### src/rtl/load_store_ctrl.sv
// load_store_ctrl: sequences one load or store at a time onto a ready/valid data-memory
// port. It stalls the core while the access is in flight and returns the extended load
// data to writeback. Misaligned, illegal-size and timed-out accesses end with an error pulse.
module load_store_ctrl #(
    parameter int TIMEOUT_CYCLES = 16
) (
    input  logic        clk,
    input  logic        rst,
    input  logic        ex_valid,
    input  logic        ex_we,
    input  logic [31:0] ex_addr,
    input  logic [31:0] ex_wdata,
    input  logic [1:0]  ex_size,
    input  logic        ex_unsigned,
    output logic        stall,
    output logic        mem_req,
    output logic        mem_we,
    output logic [31:0] mem_addr,
    output logic [31:0] mem_wdata,
    output logic [3:0]  mem_wstrb,
    input  logic        mem_ready,
    input  logic [31:0] mem_rdata,
    output logic        wb_valid,
    output logic [31:0] wb_data,
    output logic        err,
    output logic [1:0]  err_code
);

    localparam int CNT_W = $clog2(TIMEOUT_CYCLES);
    localparam logic [CNT_W-1:0] CNT_LAST = CNT_W'(TIMEOUT_CYCLES - 1);

    localparam logic [1:0] SZ_BYTE = 2'b00;
    localparam logic [1:0] SZ_HALF = 2'b01;
    localparam logic [1:0] SZ_WORD = 2'b10;

    localparam logic [1:0] CODE_NONE     = 2'b00;
    localparam logic [1:0] CODE_MISALIGN = 2'b01;
    localparam logic [1:0] CODE_ILLEGAL  = 2'b10;
    localparam logic [1:0] CODE_TIMEOUT  = 2'b11;

    typedef enum logic [1:0] {
        S_IDLE = 2'b00,
        S_BUSY = 2'b01,
        S_RESP = 2'b10
    } state_t;

    state_t            r_state;
    state_t            w_next_state;

    logic              r_we;
    logic [31:0]       r_addr;
    logic [31:0]       r_wdata;
    logic [3:0]        r_wstrb;
    logic [1:0]        r_size;
    logic              r_unsigned;
    logic [CNT_W-1:0]  r_cnt;
    logic [31:0]       r_wb_data;
    logic [1:0]        r_err_code;

    logic              w_misalign;
    logic              w_illegal;
    logic              w_accept;
    logic              w_timeout;
    logic [31:0]       w_load_data;

    // Replicate store data across all lanes so the strobes alone select the bytes written.
    function automatic logic [31:0] lane_wdata(input logic [1:0] size, input logic [31:0] d);
        case (size)
            SZ_BYTE: lane_wdata = {4{d[7:0]}};
            SZ_HALF: lane_wdata = {2{d[15:0]}};
            default: lane_wdata = d;
        endcase
    endfunction

    function automatic logic [3:0] lane_strb(input logic [1:0] size, input logic [1:0] off);
        case (size)
            SZ_BYTE: lane_strb = 4'b0001 << off;
            SZ_HALF: lane_strb = 4'b0011 << off;
            SZ_WORD: lane_strb = 4'b1111;
            default: lane_strb = 4'b0000;
        endcase
    endfunction

    // Shift the addressed lane down, then sign- or zero-extend it to 32 bits.
    function automatic logic [31:0] format_load(input logic [1:0] size, input logic uns,
                                                input logic [1:0] off, input logic [31:0] rdata);
        logic [15:0] sh;
        sh = 16'(rdata >> {off, 3'b000});
        case (size)
            SZ_BYTE: format_load = uns ? {24'h0, sh[7:0]}  : {{24{sh[7]}}, sh[7:0]};
            SZ_HALF: format_load = uns ? {16'h0, sh[15:0]} : {{16{sh[15]}}, sh[15:0]};
            default: format_load = rdata;
        endcase
    endfunction

    assign w_misalign  = ((ex_size == SZ_HALF) && ex_addr[0]) ||
                         ((ex_size == SZ_WORD) && (ex_addr[1:0] != 2'b00));
    assign w_illegal   = (ex_size == 2'b11);
    assign w_accept    = (r_state == S_IDLE) && ex_valid;
    assign w_timeout   = (r_state == S_BUSY) && !mem_ready && (r_cnt == CNT_LAST);
    assign w_load_data = format_load(r_size, r_unsigned, r_addr[1:0], mem_rdata);

    assign mem_we    = r_we;
    assign mem_addr  = {r_addr[31:2], 2'b00};
    assign mem_wdata = r_wdata;
    assign mem_wstrb = r_wstrb;
    assign wb_data   = r_wb_data;
    assign err_code  = r_err_code;

    // State register.
    always_ff @(posedge clk) begin
        if (rst) begin
            r_state <= S_IDLE;
        end else begin
            r_state <= w_next_state;
        end
    end

    // Next-state and handshake outputs; a mem_ready in the last BUSY cycle beats the timeout.
    always_comb begin
        w_next_state = r_state;
        stall        = 1'b0;
        mem_req      = 1'b0;
        wb_valid     = 1'b0;
        err          = 1'b0;
        unique case (r_state)
            S_IDLE: begin
                stall = ex_valid;
                if (ex_valid) begin
                    w_next_state = (w_misalign || w_illegal) ? S_RESP : S_BUSY;
                end
            end
            S_BUSY: begin
                stall   = 1'b1;
                mem_req = 1'b1;
                if (mem_ready || w_timeout) begin
                    w_next_state = S_RESP;
                end
            end
            S_RESP: begin
                wb_valid     = 1'b1;
                err          = |r_err_code;
                w_next_state = S_IDLE;
            end
            default: begin
                w_next_state = S_IDLE;
            end
        endcase
    end

    // BUSY-cycle counter, cleared whenever the FSM is not staying in BUSY.
    always_ff @(posedge clk) begin
        if (rst) begin
            r_cnt <= '0;
        end else if ((r_state == S_BUSY) && (w_next_state == S_BUSY)) begin
            r_cnt <= r_cnt + 1'b1;
        end else begin
            r_cnt <= '0;
        end
    end

    // Request latch on accept, and result/error capture when the access resolves.
    always_ff @(posedge clk) begin
        if (rst) begin
            r_we       <= 1'b0;
            r_addr     <= '0;
            r_wdata    <= '0;
            r_wstrb    <= '0;
            r_size     <= '0;
            r_unsigned <= 1'b0;
            r_wb_data  <= '0;
            r_err_code <= CODE_NONE;
        end else if (w_accept) begin
            r_we       <= ex_we;
            r_addr     <= ex_addr;
            r_wdata    <= lane_wdata(ex_size, ex_wdata);
            r_wstrb    <= ex_we ? lane_strb(ex_size, ex_addr[1:0]) : 4'b0000;
            r_size     <= ex_size;
            r_unsigned <= ex_unsigned;
            if (w_illegal) begin
                r_wb_data  <= '0;
                r_err_code <= CODE_ILLEGAL;
            end else if (w_misalign) begin
                r_wb_data  <= '0;
                r_err_code <= CODE_MISALIGN;
            end
        end else if (r_state == S_BUSY) begin
            if (mem_ready) begin
                r_wb_data  <= r_we ? 32'h0 : w_load_data;
                r_err_code <= CODE_NONE;
            end else if (w_timeout) begin
                r_wb_data  <= '0;
                r_err_code <= CODE_TIMEOUT;
            end
        end
    end

endmodule

### config.mk
export PLATFORM = sky130hd
export DESIGN_NAME = load_store_ctrl
export DESIGN_NICKNAME = d
export VERILOG_FILES = /design/src/rtl/load_store_ctrl.sv
export SDC_FILE = /design/constraint.sdc
export NUM_CORES = 1
export LEC_CHECK = 0
export ABC_AREA = 1
export CORE_MARGIN = 5
export CORE_UTILIZATION = 35
export DETAILED_ROUTE_END_ITERATION = 10
export GPL_ROUTABILITY_DRIVEN = 0
export HOLD_SLACK_MARGIN = 0.02
export PLACE_DENSITY = 0.67
export SYNTH_ARGS = -nofsm -noshare
export SYNTH_HDL_FRONTEND = slang
export SYNTH_SLANG_ARGS = --single-unit
### constraint.sdc
create_clock -name clk -period 1.92 [get_ports clk]
set_input_delay 0.288 -clock clk [delete_from_list [all_inputs] [get_ports clk]]
set_output_delay 0.288 -clock clk [all_outputs]
set_load 0.02 [all_outputs]
-- Word-level counts from Yosys, hierarchy flattened
Index checks and enable logic that the tools add are counted.
- register bits after elaboration: 112
- word-level logic and storage cells: 70
- input port bits: 104
- $add $sub $neg: 1
- muxes and demuxes: 27
- equality and inequality tests: 9
- reductions and logical operators: 19
- shifts and indexed selects: 3
- bitwise logic cells: 1
- operators by type and width (operator ; count):
    $mux W32 ; 9
    $pmux W32 S2 ; 2
    $shr A32 B5 Y16 ; 1
    $mux W2 ; 9
    $pmux W4 S3 ; 1
    $eq A2 B1 Y1 const B ; 4
    $eq A2 B2 Y1 const B ; 3
    $logic_and A1 B1 Y1 ; 6
    $logic_not A2 Y1 ; 3
    $add A4 B1 Y4 const B ; 1
    $eq A4 B4 Y1 const B ; 1
    $mux W4 ; 1
    $pmux W2 S2 ; 1
    $reduce_bool A2 Y1 ; 2
    $reduce_or A2 Y1 ; 2
    $shl A1 B2 Y4 const A ; 1
    $shl A2 B2 Y4 const A ; 1
    $logic_or A1 B1 Y1 ; 3
    $mux W1 ; 3
    $ne A3 B3 Y1 const B ; 1
    $reduce_and A3 Y1 ; 1
    $reduce_bool A3 Y1 ; 1
    $pmux W1 S2 ; 1
    $logic_not A1 Y1 ; 1
    $not A1 Y1 ; 1

-- Depth between registers and ports, before layout
- depth in word-level cells: 11
- mapped depth: 10

-- Worst setup path after synthesis
OpenSTA, ideal clock, no wires.
- kind: register to output
- start point: register r_state[1]
- end point: output port stall
- slack: 0.393 ns
- required time: 1.632 ns
- stages on the path, launching flop included: 6
- data arrival time: 1.239 ns
- cell sequence: dfxtp_1 inv_2 nand3_2 buf_2 clkbuf_1 o21ai_0
- word-level cells in the longest chain between the ends: 2
- elaborated cells on any way between the ends: 3
- ends and longest elaborated chain (element ; RTL line ; text):
    start, declared ; 47 ; state_t r_state;
    start signal, assigned ; 115 ; r_state <= w_next_state;
    $eq A2 B1 Y1 or $logic_not A2 Y1 (tied branches) ; 126 ; unique case (r_state)
    $pmux W1 S2 (*) ; 126 ;
    end, declared ; 15 ; output logic stall,
Mark *: on every way between the ends. The rest lies on a longest branch, timed or not.

-- Worst setup path after layout
- start point: register r_state[0]
- end point: output port mem_req
- word-level cells in the longest chain between the ends: 2
- ends and longest elaborated chain (element ; RTL line ; text):
    $eq A2 B1 Y1 ; 126 ;
    $mux W1 ; 126 ;
    end, declared ; 16 ; output logic mem_req,
No other way between the ends.

==> flow_summary_export.csv <==
group,metric,value,unit
cts,clk_pin_slew,0.08,ns
route,firstDrtPassIters,5,
floorplan,die_h,132,um
sta,period_needed,1.77,ns
sta,worst_slack,0.148,ns
global_routing,grtUsageMet2,30.8,%
sta,hold_viol,0,
sta,tightest_slew,0.629,ns
cts,numCtsBuffers,9,
sta,timing.final.crit_share,92.3,%
place,preCtsSetupSlack,0.00338,ns
sta,finClkSkew,0.00817,ns
cts,clock_path_buffers,2,
worst_setup_path,cp.required,1.63,ns
synthesis,ys_seq_elements,112,
finish,multiInputGateArea,2390,sq um
sta,setup_tns,0,ns
route,vias_per_cell,4.91,
floorplan,start_util,35.6,%
place,dp_hpwl,12700,um
hold_path,hold_path_class,"flip-flop to flip-flop",
synthesis,yosys.area.top_type,"dfxtp_1",
floorplan,die-area,17300,sq um
floorplan,core-area,14500,sq um
synthesis,yosysWarningCount,0,
floorplan,die_w,132,um
global_routing,antenna_found_initial,0,
sta,slew_viol_final,0,
global_routing,grt_max_degree,55,
synthesis,synth.area.top_cells,"dfxtp_1, nand2_1, o21ai_0",
global_routing,grt_first_pass_wirelength,27800,um
route,drc_errors,0,
finish,area_growth,48.9,%
global_routing,use_met1,24.9,%
cts,cts_tree,"done",
worst_setup_path,reg2reg_from,"r_state[1]$_SDFF_PP0_",
status,outcome,"finished clean",
route,antenna_left,0,
global_routing,grt.total_usage,19.3,%
sta,rsz0062_at_grt,"no",
finish,final_util,53.0,%
hold_path,hold_end,"r_cnt[0]$_SDFF_PP0_",
finish,antenna_cells,0,
global_routing,grt_overflow,0,
synthesis,ys_seq_area_share,43.3,%
route,routed_wl,17200,um
worst_setup_path,cp_max_fo,3,
sta,setup_viol,0,
worst_setup_path,rrSetupSlack,0.26,ns
floorplan,floorplan.rows,44,
synthesis,yosysUniqueCellTypes,32,
finish,finalNetCount,1024,
synthesis,syn_inst,741,
cts,post_cts_buffers,0,
place,io_buffers,208,
cts,root_buffer,"clkbuf_16",
global_routing,grt.busiest_layer,"met2",
cts,clkLatencyLatePin,0.35,ns
power,leakagePower,2.97,nW
route,drt_iter0_drc,402,
sta,slew_headroom,58.1,%
route,dr_total_vias,5442,
power,peakVddDrop,447,uV
route,wl_per_cell,15.5,um
worst_setup_path,worst-r2r-cell-count,10,
place,dp_cells,1092,
finish,final_cells,1108,
finish,drive_gt1_share,7.25,%
worst_setup_path,worstReg2RegEnd,"wb_data[29]$_SDFFE_PP0P_",
flow_run,cap_violations,0,
synthesis,synth.avg_cell_area,6.99,sq um
finish,nFillCells,1461,
synthesis,syn_area,5180,sq um
worst_setup_path,cp-end-kind,"output port",
hold_path,min_path_cells,1,
power,pwr_density_cell,820,nW/um^2
cts,clkSinkCount,112,
synthesis,synth.top_cell.area_share,43.3,%
worst_setup_path,critical_path_class,"flip-flop to output port",
global_routing,grt_use_met3,4.97,%
finish,seqCellArea,2240,sq um
worst_setup_path,cp-start-kind,"flip-flop",
floorplan,io_pins,211,
worst_setup_path,cp_data_arrival_time,1.48,ns
cts,cts_htree_levels,3,
sta,timing.fmax,0.564,GHz
hold_path,hp-start,"r_cnt[0]$_SDFF_PP0_",
global_routing,grt_pass1_vias,5274,
## registers in the layout (all words and copies together), names as in the netlist
name	cells
r_addr	32
r_unsigned	1
r_size	2
err_code	2
mem_wstrb	4
r_cnt	4
mem_wdata	32
r_state	2
wb_data	32
mem_we	1
## Yosys cell counts
cell type	count
clkinv_1	2
dfxtp_1	112
nand2_2	2
a211oi_1	10
nand3_2	2
nor2_1	110
nor2_2	2
buf_1	1
nand4_1	5
o21ai_0	101
xnor2_1	1
a31oi_1	5
ha_1	1
buf_4	37
xor2_1	1
nand2_1	157
clkbuf_1	26
nand2_4	1
buf_2	13
inv_1	15
o31ai_1	1
o211ai_1	1
inv_2	7
o21ai_1	1
nand3b_1	1
o21a_1	1
a21oi_1	86
conb_1	1
nand3_1	32
buf_6	1
nor3_1	4
a21o_1	1
## cell usage in the layout, fill, tap and decap left out, drive strengths merged, types with 10 or more instances in the layout
| master | n |
|---|---|
| nand2 | 160 |
| nand3 | 34 |
| clkbuf | 10 |
| clkdlybuf4s50 | 204 |
| inv | 26 |
| nor2 | 112 |
| o21ai | 102 |
| a211oi | 10 |
| buf | 37 |
| a21oi | 86 |
| dfxtp | 112 |
## final cells by class
cell class	instances	area share, %
Multi-Input combinational cell	528	31.0
Sequential cell	112	29.1
Tap cell	184	2.99
Timing Repair Buffer	244	31.6
Clock buffer	10	3.10
Clock inverter	6	0.942
Inverter	24	1.17
## routing by layer
metal,vias to the layer above,part of all wire [%]
met4,0,2.7
met2,191,47
met1,2451,43
met5,-,0
li1,2774,-
met3,26,7.6
## worst max-delay path by stage
| stage | depth (start not counted) | endpoint | slack, ns | start |
|---|---|---|---|---|
| floorplan | 5 | stall | 0.39 | r_state[1]$_SDFF_PP0_ |
| global placement | 11 | r_cnt[3]$_SDFF_PP0_ | 0.04 | ex_addr[0] |
| detailed placement | 11 | r_cnt[1]$_SDFF_PP0_ | 0.003 | ex_addr[0] |
| CTS | 4 | stall | 0.04 | r_state[0]$_SDFF_PP0_ |
| global route | 3 | mem_req | 0.07 | r_state[0]$_SDFF_PP0_ |
| finish | 3 | mem_req | 0.15 | r_state[0]$_SDFF_PP0_ |
## power breakdown
group          switching, mW  total (mW)  internal, mW
registers             0.0994        2.60          2.50
clock network          0.908        1.98          1.07
logic                  0.936        1.73         0.797
## critical path, cell delays in order (launching register included)
cell and delay, ns:
dfxtp_1 0.36, inv_2 0.06, nor2_2 0.10, clkdlybuf4s50_1 0.62
## metrics by stage
stage	hold WS, ns	instance area (sq um)	total power, mW
after detailed placement	0.441	7390	4.39
after global routing	0.479	7700	6.65
final	0.460	7700	6.31
after CTS	0.459	7700	6.40
after floorplan	0.418	5180	3.61
after global placement	0.432	7390	4.38
## what timing repair did
| action | in CTS | in global routing |
|---|---|---|
| resized for setup | 1 | 2 |
| endpoints found under the setup margin | 1 | 2 |
| hold buffers | 0 | 0 |
## cell families after synthesis
logic type / count (synthesis) / synth area share, %
AND/OR/NAND/NOR: 316 / 24.7
AO/OA/AOI/OAI: 207 / 20.8
flip-flops: 112 / 43.3
buffers and inverters: 102 / 10.5
XOR/XNOR: 2 / 0.338
adder cells (fa/ha/maj): 1 / 0.242
other: 1 / 0.0724
(Power assumes the default switching activity.)
